`config.mk`:
```
export PLATFORM = sky130hd
export DESIGN_NAME = axi_lite_master_rw
export DESIGN_NICKNAME = d
export VERILOG_FILES = /design/src/rtl/axi_lite_master_rw.sv
export SDC_FILE = /design/constraint.sdc
export NUM_CORES = 1
export LEC_CHECK = 0
export ABC_AREA = 1
export CORE_ASPECT_RATIO = 1.1
export CORE_MARGIN = 10
export CORE_UTILIZATION = 36
export CTS_CLUSTER_DIAMETER = 30
export DETAILED_ROUTE_END_ITERATION = 8
export PLACE_DENSITY_LB_ADDON = 0.25
export RECOVER_POWER = 25
export SLEW_MARGIN = 20
export SYNTH_ARGS = -nofsm -noshare
export SYNTH_HDL_FRONTEND = slang
export SYNTH_SLANG_ARGS = --single-unit
```
`constraint.sdc`:
```
create_clock -name ACLK -period 4.34 [get_ports ACLK]
set_input_delay 0.651 -clock ACLK [delete_from_list [all_inputs] [get_ports ACLK]]
set_output_delay 0.651 -clock ACLK [all_outputs]
set_load 0.02 [all_outputs]
```
`src/rtl/axi_lite_master_rw.sv`:
```
// AXI4-Lite master: turns single-beat module read/write requests into AXI-Lite
// transactions, with independent read and write FSMs.
`timescale 1ns/1ps
module axi_lite_master_rw #(
    parameter int unsigned ADDR_WIDTH = 32,
    parameter int unsigned DATA_WIDTH = 32,
    parameter logic [2:0]  PROT_VAL   = 3'b000
) (
    input  logic                      ACLK,
    input  logic                      ARESET,
    // module-side read port
    input  logic                      MOD_2_M_RRQST,
    input  logic [ADDR_WIDTH-1:0]     MOD_2_M_RADDR,
    output logic [DATA_WIDTH-1:0]     M_2_MOD_RDATA,
    output logic                      M_2_MOD_RDONE,
    output logic                      M_2_MOD_RERR,
    output logic                      M_2_MOD_RBUSY,
    // module-side write port
    input  logic                      MOD_2_M_WRQST,
    input  logic [ADDR_WIDTH-1:0]     MOD_2_M_WADDR,
    input  logic [DATA_WIDTH-1:0]     MOD_2_M_WDATA,
    input  logic [DATA_WIDTH/8-1:0]   MOD_2_M_WSTRB,
    output logic                      M_2_MOD_WDONE,
    output logic                      M_2_MOD_WERR,
    output logic                      M_2_MOD_WBUSY,
    // AXI read address / data
    output logic [ADDR_WIDTH-1:0]     ARADDR,
    output logic [2:0]                ARPROT,
    output logic                      ARVALID,
    input  logic                      ARREADY,
    input  logic [DATA_WIDTH-1:0]     RDATA,
    input  logic [1:0]                RRESP,
    input  logic                      RVALID,
    output logic                      RREADY,
    // AXI write address / data / response
    output logic [ADDR_WIDTH-1:0]     AWADDR,
    output logic [2:0]                AWPROT,
    output logic                      AWVALID,
    input  logic                      AWREADY,
    output logic [DATA_WIDTH-1:0]     WDATA,
    output logic [DATA_WIDTH/8-1:0]   WSTRB,
    output logic                      WVALID,
    input  logic                      WREADY,
    input  logic [1:0]                BRESP,
    input  logic                      BVALID,
    output logic                      BREADY
);

    localparam int unsigned STRB_WIDTH = DATA_WIDTH / 8;

    typedef enum logic [1:0] {R_IDLE, R_ADDR, R_DATA} r_state_t;
    typedef enum logic [1:0] {W_IDLE, W_SEND, W_RESP} w_state_t;

    r_state_t r_state, r_state_n;
    w_state_t w_state, w_state_n;

    logic [ADDR_WIDTH-1:0] araddr_n, awaddr_n;
    logic                  arvalid_n, rready_n, rdone_n, rerr_n;
    logic [DATA_WIDTH-1:0] rdata_n, wdata_n;
    logic [STRB_WIDTH-1:0] wstrb_n;
    logic                  awvalid_n, wvalid_n, bready_n, wdone_n, werr_n;
    logic                  aw_hs, w_hs;
    logic                  unused_resp;

    // Only the error bit of each response is reported.
    assign unused_resp = ^{RRESP[0], BRESP[0]};

    assign ARPROT = PROT_VAL;
    assign AWPROT = PROT_VAL;

    assign aw_hs = AWVALID && AWREADY;
    assign w_hs  = WVALID && WREADY;

    // Read path next-state and next-output logic
    always_comb begin
        r_state_n = r_state;
        araddr_n  = ARADDR;
        arvalid_n = ARVALID;
        rready_n  = RREADY;
        rdata_n   = M_2_MOD_RDATA;
        rerr_n    = M_2_MOD_RERR;
        rdone_n   = 1'b0;
        case (r_state)
            R_IDLE: if (MOD_2_M_RRQST) begin
                araddr_n  = MOD_2_M_RADDR;
                arvalid_n = 1'b1;
                r_state_n = R_ADDR;
            end
            R_ADDR: if (ARVALID && ARREADY) begin
                arvalid_n = 1'b0;
                araddr_n  = '0;
                rready_n  = 1'b1;
                r_state_n = R_DATA;
            end
            R_DATA: if (RVALID && RREADY) begin
                rdata_n   = RDATA;
                rerr_n    = RRESP[1];
                rready_n  = 1'b0;
                rdone_n   = 1'b1;
                r_state_n = R_IDLE;
            end
            default: r_state_n = R_IDLE;
        endcase
    end

    always_ff @(posedge ACLK or posedge ARESET) begin
        if (ARESET) begin
            r_state       <= R_IDLE;
            ARADDR        <= '0;
            ARVALID       <= 1'b0;
            RREADY        <= 1'b0;
            M_2_MOD_RDATA <= '0;
            M_2_MOD_RERR  <= 1'b0;
            M_2_MOD_RDONE <= 1'b0;
            M_2_MOD_RBUSY <= 1'b0;
        end else begin
            r_state       <= r_state_n;
            ARADDR        <= araddr_n;
            ARVALID       <= arvalid_n;
            RREADY        <= rready_n;
            M_2_MOD_RDATA <= rdata_n;
            M_2_MOD_RERR  <= rerr_n;
            M_2_MOD_RDONE <= rdone_n;
            M_2_MOD_RBUSY <= (r_state_n != R_IDLE);
        end
    end

    // Write path: AW and W retire independently; B is accepted once both have.
    always_comb begin
        w_state_n = w_state;
        awaddr_n  = AWADDR;
        awvalid_n = AWVALID;
        wdata_n   = WDATA;
        wstrb_n   = WSTRB;
        wvalid_n  = WVALID;
        bready_n  = BREADY;
        werr_n    = M_2_MOD_WERR;
        wdone_n   = 1'b0;
        case (w_state)
            W_IDLE: if (MOD_2_M_WRQST) begin
                awaddr_n  = MOD_2_M_WADDR;
                wdata_n   = MOD_2_M_WDATA;
                wstrb_n   = MOD_2_M_WSTRB;
                awvalid_n = 1'b1;
                wvalid_n  = 1'b1;
                w_state_n = W_SEND;
            end
            W_SEND: begin
                if (aw_hs) begin
                    awvalid_n = 1'b0;
                    awaddr_n  = '0;
                end
                if (w_hs) begin
                    wvalid_n = 1'b0;
                    wdata_n  = '0;
                    wstrb_n  = '0;
                end
                if ((!AWVALID || aw_hs) && (!WVALID || w_hs)) begin
                    bready_n  = 1'b1;
                    w_state_n = W_RESP;
                end
            end
            W_RESP: if (BVALID && BREADY) begin
                bready_n  = 1'b0;
                werr_n    = BRESP[1];
                wdone_n   = 1'b1;
                w_state_n = W_IDLE;
            end
            default: w_state_n = W_IDLE;
        endcase
    end

    always_ff @(posedge ACLK or posedge ARESET) begin
        if (ARESET) begin
            w_state       <= W_IDLE;
            AWADDR        <= '0;
            AWVALID       <= 1'b0;
            WDATA         <= '0;
            WSTRB         <= '0;
            WVALID        <= 1'b0;
            BREADY        <= 1'b0;
            M_2_MOD_WERR  <= 1'b0;
            M_2_MOD_WDONE <= 1'b0;
            M_2_MOD_WBUSY <= 1'b0;
        end else begin
            w_state       <= w_state_n;
            AWADDR        <= awaddr_n;
            AWVALID       <= awvalid_n;
            WDATA         <= wdata_n;
            WSTRB         <= wstrb_n;
            WVALID        <= wvalid_n;
            BREADY        <= bready_n;
            M_2_MOD_WERR  <= werr_n;
            M_2_MOD_WDONE <= wdone_n;
            M_2_MOD_WBUSY <= (w_state_n != W_IDLE);
        end
    end

endmodule

```
==> impl_metrics.ini <==
[placement]
numPortBuffers = 285
gp_congestion = 0.771
hpwl_um = 14100

[clock_network]
cts_buffer_depth = 2
h-tree-depth = 4
ctsHoldBuffers = 0
cts.repair.resized = 0
clockRootBuffer = clkbuf_16
clkLatencyLatePin_ps = 420
clk_pin_slew_ps = 60
numCtsBuffers = 17
cts_setup_buffers = 0
clkSinkCount = 147
cts_tree = yes

[floorplanning]
dieArea_mm2 = 0.0219
boundaryPins = 294
die_y_um = 154
die_x_um = 142
rows = 48
core_area_mm2 = 0.0159
initial_core_util_pct = 37.1

[yosys]
synth_xor_xnor_area_share_pct = 0
synthAdderAreaFrac_pct = 0
syn_area_per_cell_um2 = 9.17
async_reset_ff_share_pct = 100
ys_seq_area_share_pct = 62.5
synth-edff-count = 0
synth_area_leaders = dfrtp_1, nand2_1, nand3_1
yosys_warnings = 0
synth_compound_area_share_pct = 3.06
synth_top_family_by_area = simple AND/OR/NAND/NOR gates
yosysTopAreaCell = dfrtp_1
synth.most_common_cell = nand2_1
yosys-top-cells-count = nand2_1, dfrtp_1, nand3_1
synth-simple-area-share_pct = 26.9
muxShareOfSynthArea_pct = 0
synth_area_mm2 = 0.00589
yosys_register_bits = 147
synthFlopType = dfrtp_1
synth.distinct_cells = 22
synth_top_area_share_pct = 62.5
syn_inst = 642

[run_status]
violations = capacitance limit, slew limit
status = complete, but fails checks

[min_path]
hold_class = flip-flop to flip-flop
holdPathStages = 2

[timing]
timing.final.crit_share_pct = 61.6
finalSetupViolCount = 0
clock.fmax_mhz = 374
slew_headroom_pct = -35.2
hold_viol = 0
clock_skew_ps = 8.81
grt_setup_unrepaired = false
setup_tns_ps = 0
hold_ws_ps = 476
finalMaxSlewViolations = 149
fin_crit_ps = 2670
worst_slew_pin_slew_ps = 2030

[critical_path]
startpoint = ARESET
r2r-start = r_state[1]
ff2ff_setup_slack_ps = 2280
slowest_stage = clkbuf_2
worstPathMaxFanout = 79
path_depth = 3
path_class = input port to async pin
crit_path_start_kind = input port
reg2reg_to = M_2_MOD_RDATA[12]
crit_family = buffers and inverters
required_ps = 4460
slowest_delay_ps = 1410
r2r_cells = 6
crit_path_cell_trace = dlygate4sd3_1 -> clkinvlp_4 -> clkbuf_2
cp_data_arrival_time_ps = 2790
endpoint_kind = async pin
critical_path.endpoint = AWADDR[27]
path_buf_inv = 3

[pwr]
p_total_w = 0.00708
p_leak_nw = 4.56
powerDensity_mw_per_mm2 = 752
ir_worst_vdd_v = 0.000386

[grt]
grt_pass1_vias = 5333
antenna_found_initial = 2
grt_max_degree = 80
grt_pass1_wl_um = 30200
gr-total-overflow = 0
track_usage_pct = 17.5

[routing]
ant_nets = 0
wl_per_cell_um = 17.0
drt-pass1-iter-count = 4
drc_errors = 0
via_per_inst = 4.56
vias = 5148
drt_iter0_drc = 235
wl_um = 19200

[layout]
final_nets = 1059
layout-drive-gt1-share_pct = 5.61
syn2layout_area_growth_pct = 59.8
fillers = 1405

[job]
maxCapViolCount = 2
## worst min path at each step
stage	startpoint	end	slack (ps)
finish	M_2_MOD_RDATA[4]	M_2_MOD_RDATA[4]	480
global route	M_2_MOD_RDATA[7]	M_2_MOD_RDATA[7]	490
CTS	M_2_MOD_RDATA[9]	M_2_MOD_RDATA[9]	480
detailed placement	M_2_MOD_RDATA[9]	M_2_MOD_RDATA[9]	460
global placement	M_2_MOD_RDATA[10]	M_2_MOD_RDATA[10]	460
floorplan	w_state[0]	M_2_MOD_WDONE	460
## metrics by stage
stage | std cells | cell area [um^2] | worst slack [ps] | util (%)
4_1_cts | 1127 | 9420 | 2040 | 59.4
3_5_place_dp | 1095 | 8790 | 1610 | 55.5
6_report | 1129 | 9410 | 1670 | 59.4
3_3_place_gp | 1095 | 8790 | 1570 | 55.5
5_1_grt | 1128 | 9410 | 1270 | 59.3
2_1_floorplan | 647 | 5910 | 1840 | -
## layout by cell type (no fill, tap or decap)
master             n
a21oi_1            2
buf_4              3
bufinv_16          4
clkbuf_16         17
clkbuf_2           2
clkbuf_8           1
clkdlybuf4s50_1  282
clkinv_2           5
clkinv_4           1
clkinvlp_4         6
conb_1             6
dfrtp_1          147
diode_2            2
dlygate4sd3_1      3
inv_1             40
inv_2              4
nand2_1          256
nand3_1          102
nand3_2            3
nand3_4            2
nand4_1            1
nor2_1             1
nor2_2             2
nor2_4             2
nor3_1             1
o21ai_0           29
o21ai_1            5
## state kept, by name (all words and copies together), names as in the netlist, 2 cells and up
signal / count
ARADDR: 32
AWADDR: 32
M_2_MOD_RDATA: 32
WDATA: 32
WSTRB: 4
r_state: 2
w_state: 2
## logic make-up after synthesis
family                 count (synthesis)
AND/OR/NAND/NOR                      370
buffers and inverters                 88
AO/OA/AOI/OAI                         36
flip-flops                           147
other                                  1
## per-layer routing
| layer | track usage, % | up-vias | wire length [um] |
|---|---|---|---|
| li1 | - | 2559 | - |
| met1 | 19.4 | 2371 | 7470 |
| met2 | 28.9 | 196 | 9490 |
| met3 | 8.01 | 22 | 1870 |
| met4 | 6.43 | 0 | 381 |
| met5 | 0 | - | 0 |
## worst reg2reg max path, delay by kind of cell (launching register included)
| family | cells | cell delay, ps |
|---|---|---|
| and+or+nand+nor | 4 | 870 |
| buffers and inverters | 2 | 690 |
| DFF | 1 | 400 |
## report_power, final
group	switching (W)	internal, W
sequential	0.000328	0.00197
clock	0.000584	0.000973
combinational	0.00180	0.00142
total	0.00271	0.00437
## cell type report
| cell class | instances | area, um^2 | area share, % |
|---|---|---|---|
| clock inverters | 14 | 186 | 1.98 |
| flip-flops and latches | 147 | 3680 | 39.1 |
| clock buffers | 18 | 439 | 4.67 |
| repair buffers | 290 | 2890 | 30.7 |
| well taps | 200 | 250 | 2.66 |
| diodes | 2 | 5.00 | 0.0532 |
| multi-input cells | 412 | 1790 | 19.0 |
| inverters | 46 | 178 | 1.89 |
(Power assumes the default switching activity.)
